### src/rtl/rwc_irq_bank.sv
// Bank of W1C status registers with per-bit logic set, RW masks, overflow capture and a
// level or pulse interrupt derived from masked pending status.
module rwc_irq_bank #(
    parameter int unsigned             DW                   = 8,
    parameter int unsigned             AW                   = 8,
    parameter int unsigned             NUM_REG              = 4,
    parameter int unsigned             BASE_ADDR            = 0,
    parameter logic [NUM_REG*DW-1:0]   STAT_DEFAULT         = '0,
    parameter logic [NUM_REG*DW-1:0]   MASK_DEFAULT         = '0,
    parameter bit                      SUPPORT_TEST_MODE_WR = 1'b1,
    parameter bit                      SUPPORT_TEST_MODE_RD = 1'b1,
    parameter bit                      SUPPORT_CFG_MODE_WR  = 1'b1,
    parameter bit                      SUPPORT_CFG_MODE_RD  = 1'b1,
    parameter bit                      IRQ_MODE             = 1'b0
) (
    input  logic                  i_clk,
    input  logic                  i_rst_n,
    input  logic                  i_wen,
    input  logic                  i_ren,
    input  logic                  i_test_mode_status,
    input  logic                  i_cfg_mode_status,
    input  logic [AW-1:0]         i_addr,
    input  logic [DW-1:0]         i_wdata,
    output logic [DW-1:0]         o_rdata,
    input  logic [NUM_REG*DW-1:0] i_lgc_wen,
    input  logic [NUM_REG*DW-1:0] i_lgc_wdata,
    output logic                  o_irq,
    output logic [NUM_REG-1:0]    o_irq_vec
);

    logic                         wr_ok;
    logic                         rd_ok;
    logic [31:0]                  addr_ext;
    logic [NUM_REG-1:0]           stat_hit;
    logic [NUM_REG-1:0]           mask_hit;
    logic [NUM_REG-1:0]           ovf_hit;
    logic [NUM_REG-1:0][DW-1:0]   set_ev;
    logic [NUM_REG-1:0][DW-1:0]   stat_clr;
    logic [NUM_REG-1:0][DW-1:0]   ovf_clr;
    logic [NUM_REG-1:0][DW-1:0]   stat_q, stat_d;
    logic [NUM_REG-1:0][DW-1:0]   mask_q, mask_d;
    logic [NUM_REG-1:0][DW-1:0]   ovf_q, ovf_d;
    logic [NUM_REG-1:0]           irq_vec_d;
    logic                         irq_lvl_q, irq_lvl_d;
    logic                         irq_lvl_d1_q;

    assign wr_ok = i_wen & ((i_test_mode_status & SUPPORT_TEST_MODE_WR) |
                            (i_cfg_mode_status & SUPPORT_CFG_MODE_WR));
    assign rd_ok = i_ren & ((i_test_mode_status & SUPPORT_TEST_MODE_RD) |
                            (i_cfg_mode_status & SUPPORT_CFG_MODE_RD));

    assign addr_ext = 32'(i_addr);
    assign set_ev   = i_lgc_wen & i_lgc_wdata;

    always_comb begin
        stat_hit = '0;
        mask_hit = '0;
        ovf_hit  = '0;
        for (int unsigned k = 0; k < NUM_REG; k++) begin
            stat_hit[k] = (addr_ext == BASE_ADDR + k);
            mask_hit[k] = (addr_ext == BASE_ADDR + NUM_REG + k);
            ovf_hit[k]  = (addr_ext == BASE_ADDR + 2 * NUM_REG + k);
        end
    end

    always_comb begin
        stat_clr  = '0;
        ovf_clr   = '0;
        stat_d    = stat_q;
        mask_d    = mask_q;
        ovf_d     = ovf_q;
        irq_vec_d = '0;
        for (int unsigned k = 0; k < NUM_REG; k++) begin
            if (wr_ok && stat_hit[k]) stat_clr[k] = i_wdata;
            if (wr_ok && ovf_hit[k])  ovf_clr[k]  = i_wdata;
            if (wr_ok && mask_hit[k]) mask_d[k]   = i_wdata;
            // Set always beats a same-cycle W1C; overflow only counts a set on a bit that stays 1.
            stat_d[k]    = set_ev[k] | (stat_q[k] & ~stat_clr[k]);
            ovf_d[k]     = (set_ev[k] & stat_q[k] & ~stat_clr[k]) | (ovf_q[k] & ~ovf_clr[k]);
            irq_vec_d[k] = |(stat_q[k] & mask_q[k]);
        end
    end

    assign irq_lvl_d = |irq_vec_d;

    always_ff @(posedge i_clk or negedge i_rst_n) begin
        if (!i_rst_n) begin
            stat_q       <= STAT_DEFAULT;
            mask_q       <= MASK_DEFAULT;
            ovf_q        <= '0;
            o_irq_vec    <= '0;
            irq_lvl_q    <= 1'b0;
            irq_lvl_d1_q <= 1'b0;
        end else begin
            stat_q       <= stat_d;
            mask_q       <= mask_d;
            ovf_q        <= ovf_d;
            o_irq_vec    <= irq_vec_d;
            irq_lvl_q    <= irq_lvl_d;
            irq_lvl_d1_q <= irq_lvl_q;
        end
    end

    always_comb begin
        o_rdata = '0;
        if (rd_ok) begin
            for (int unsigned k = 0; k < NUM_REG; k++) begin
                if (stat_hit[k]) o_rdata = stat_q[k];
                if (mask_hit[k]) o_rdata = mask_q[k];
                if (ovf_hit[k])  o_rdata = ovf_q[k];
            end
        end
    end

    assign o_irq = IRQ_MODE ? (irq_lvl_q & ~irq_lvl_d1_q) : irq_lvl_q;

endmodule

### config.mk
export PLATFORM = sky130hd
export DESIGN_NAME = rwc_irq_bank
export DESIGN_NICKNAME = d
export VERILOG_FILES = /design/src/rtl/rwc_irq_bank.sv
export SDC_FILE = /design/constraint.sdc
export NUM_CORES = 1
export LEC_CHECK = 0
export ABC_AREA = 1
export CAP_MARGIN = 30
export CORE_MARGIN = 1
export CORE_UTILIZATION = 47
export CTS_CLUSTER_DIAMETER = 150
export DETAILED_ROUTE_END_ITERATION = 8
export PLACE_DENSITY = 0.81
export SETUP_SLACK_MARGIN = 0.02
export SLEW_MARGIN = 20
export SYNTH_ARGS = -nofsm -noshare
export SYNTH_HDL_FRONTEND = slang
export SYNTH_SLANG_ARGS = --single-unit
### constraint.sdc
create_clock -name i_clk -period 1.4 [get_ports i_clk]
set_clock_uncertainty 0.05 [all_clocks]
set_input_delay 0.14 -clock i_clk [delete_from_list [all_inputs] [get_ports i_clk]]
set_output_delay 0.14 -clock i_clk [all_outputs]
set_load 0.01 [all_outputs]
==> results.cfg <==
[grt]
grt_pass1_vias = 5341
grt_start_max_net_pins = 30
grt_pass1_wl_um = 25600
grt-ovfl-total = 0
gr-usage-all-layers_pct = 29.0
grt_antenna_before_repair = 0

[critical_path]
r2r_cells = 7
cp-end-kind = output port
path_class = flop to output port
rrSetupSlack_ns = -0.25
slowest_stage = dfrtp_1
r2r_end = o_irq$_DFF_PN0_
worst_r2r_startpoint = stat_q[7]$_DFF_PN0_
crit_path_start = ovf_q[0]$_DFF_PN0_
crit_end = o_rdata[0]
cp_data_required_time_ns = 1.21
arrival_ns = 1.71
slowest_delay_ns = 0.41
cp_max_fo = 2
worstSetupStartpointType = flop
path_cells = nand3_1 -> nand3_1 -> o21bai_1 -> nand2_1 -> nand2_1 -> nand4_1 -> nor2_1 -> nor2_1 -> buf_2

[synth]
async_flop_share_pct = 100
ys.flop_type = dfrtp_1
synth_top_area_share_pct = 48.3
syn_nets = 738
synth_area_sq_um = 5230
synth_edf_count = 0
synthTopCellsByArea = dfrtp_1 (48%), nand2_1 (11%), o21ai_0 (10%)
ys_ff_latch = 101
synth_top_area_cell = dfrtp_1
ys_warn_count = 0
synthCells = 652
synth_seq_area_share_pct = 48.3
yosysMostFrequentCell = nand2_1
ys_types = 28
synth_common_cells = nand2_1 (149), o21ai_0 (109), dfrtp_1 (101), inv_1 (95), nand3_1 (30)
postSynthAreaPerCell_sq_um = 8.02

[power_and_ir_drop]
power.density_nw_per_um2 = 788
clock_power_share_pct = 34.0
netSwitchingPower_mw = 1.56
p_leak_nw = 3.67
swShare_pct = 26.0
internal_power_mw = 4.44
power_frac_seq_pct = 50.5
peakVddDrop_mv = 0.500
power_frac_comb_pct = 15.5

[sta]
fin_tns_setup_ns = -3.94
finalHoldViolations = 0
worstMarginPinSlew_ns = 0.482
relSlewSlack_pct = 67.8
period_share_pct = 136
slew_viol_final = 0
finalHoldWorstSlack_ns = 0.186
setup_viol = 10
setup_ws_ns = -0.500
fmax_mhz = 526
rsz0062_at_grt = true
finalCriticalPeriod_ns = 1.90

[cts]
cts-root-buf = clkbuf_8
cts_buffers = 9
cts_tree = built
path_clk_slew_ns = 0.10
cts_buffer_depth = 2
htree_levels = 3
clk-insertion-delay-late_ns = 0.38
cts.sinks = 101

[floorplanning]
initial_core_util_pct = 48.3
pin_count = 99
core_sq_um = 10800
dieArea_sq_um = 11600
die_h_um = 108
num_rows = 38
die_x_um = 108

[placed_design]
dp_hpwl_um = 11500
port_buffers = 98
gp_congestion = 0.925
post-place-ws_ns = -1.11

[cells_and_area]
drive_above_1_share_pct = 25.9
area_growth_pct = 45.6
n_antenna_cell = 0
final_nets = 938

[route]
first_pass_iters = 7
avgViaCountPerCell = 5.51
vias = 5490
routed_wl_um = 16400
ant_nets = 0
drc = 1
initialDrtViolationCount = 419
wl_per_cell_um = 16.5

[run]
cap_violations = 0

[run_status]
violations = DRC, setup timing
status = finished, violations left

[min_path]
hold_class = input pin to asynchronous set/reset pin
-- per-stage QoR --
stage / power [mW] / instances / util [%] / area, sq um
after floorplan: 3.37 / 652 / - / 5240
after global placement: 3.93 / 949 / 64.2 / 6960
after detailed placement: 3.96 / 949 / 64.2 / 6960
after CTS: 5.97 / 990 / 68.5 / 7430
after global routing: 6.20 / 997 / 70.2 / 7610
final: 6.00 / 997 / 70.2 / 7610
-- flip-flops by register name, indices dropped and copies added, names as in the netlist --
name       flops
mask_q        32
o_irq          1
o_irq_vec      4
ovf_q         32
stat_q        32
-- per-layer routing --
metal | vias up | part of all wire (%) | global-route usage (%)
li1 | 2553 | - | -
met1 | 2642 | 42 | 37.6
met5 | - | 0 | 0
met3 | 40 | 6.5 | 3.81
met4 | 0 | 3.0 | 11.8
met2 | 255 | 49 | 48.9
-- layout make-up --
type / instances / area (sq um)
multi-input cells: 434 / 2470
fillers: 835 / 3230
flip-flops and latches: 101 / 2530
clock buffers: 12 / 165
repair buffers: 204 / 1840
clock inverters: 4 / 53.8
well taps: 140 / 175
inverters: 102 / 383
-- critical path: cells and delay by family (launching register included) --
| kind | cells | cell delay, ns |
|---|---|---|
| AOI/OAI and AO/OA | 1 | 0.17 |
| buffers and inverters | 1 | 0.13 |
| DFF | 1 | 0.41 |
| and+or+nand+nor | 7 | 0.63 |
-- repair_timing --
item                                   in CTS  in global routing
gates cloned                                1                  0
setup endpoints to repair                 103                 67
hold buffers                                1                  0
pin swaps                                  69                 47
endpoints found under the hold margin      50                  0
gates resized for setup                   108                 58
setup buffers                              26                  8
-- power groups by stage --
stage | registers (mW) | clock network (mW) | logic (mW)
2_1_floorplan | 3.11 | 0 | 0.265
3_3_place_gp | 3.08 | 0 | 0.851
3_5_place_dp | 3.09 | 0 | 0.873
4_1_cts | 3.03 | 2.05 | 0.897
5_1_grt | 3.04 | 2.15 | 1.01
6_report | 3.03 | 2.04 | 0.931
-- placed cells by master, fill, tap and decap left out, drive strengths merged --
cell,n
a21oi,1
a221oi,8
a22o,5
and2,1
buf,120
bufinv,1
clkbuf,13
clkdlybuf4s15,1
clkdlybuf4s50,76
clkinvlp,2
dfrtp,101
dlygate4sd2,5
dlygate4sd3,1
inv,103
nand2,158
nand3,30
nand4,9
nor2,47
nor3,3
nor4,1
o21a,2
o21ai,136
o21bai,5
o31ai,28
-- logic make-up after synthesis --
kind of cell / after synthesis / share of synthesized area (%)
buffers and inverters: 118 / 8.87
AO/OA/AOI/OAI: 185 / 20.5
AND/OR/NAND/NOR: 248 / 22.3
flip-flops: 101 / 48.3
-- how the worst min path moves through the flow --
stage | end | slack, ns | startpoint | cells past startpoint
finish | stat_q[30]$_DFF_PN0_ | 0.19 | i_rst_n | 2
detailed placement | stat_q[24]$_DFF_PN0_ | 0.06 | i_rst_n | 1
CTS | stat_q[24]$_DFF_PN0_ | 0.20 | i_rst_n | 2
floorplan | mask_q[0]$_DFFE_PN0P_ | -0.21 | i_rst_n | 0
global route | stat_q[30]$_DFF_PN0_ | 0.22 | i_rst_n | 2
global placement | stat_q[30]$_DFF_PN0_ | 0.05 | i_rst_n | 1
Note: power is estimated with default switching activity, not from simulation.
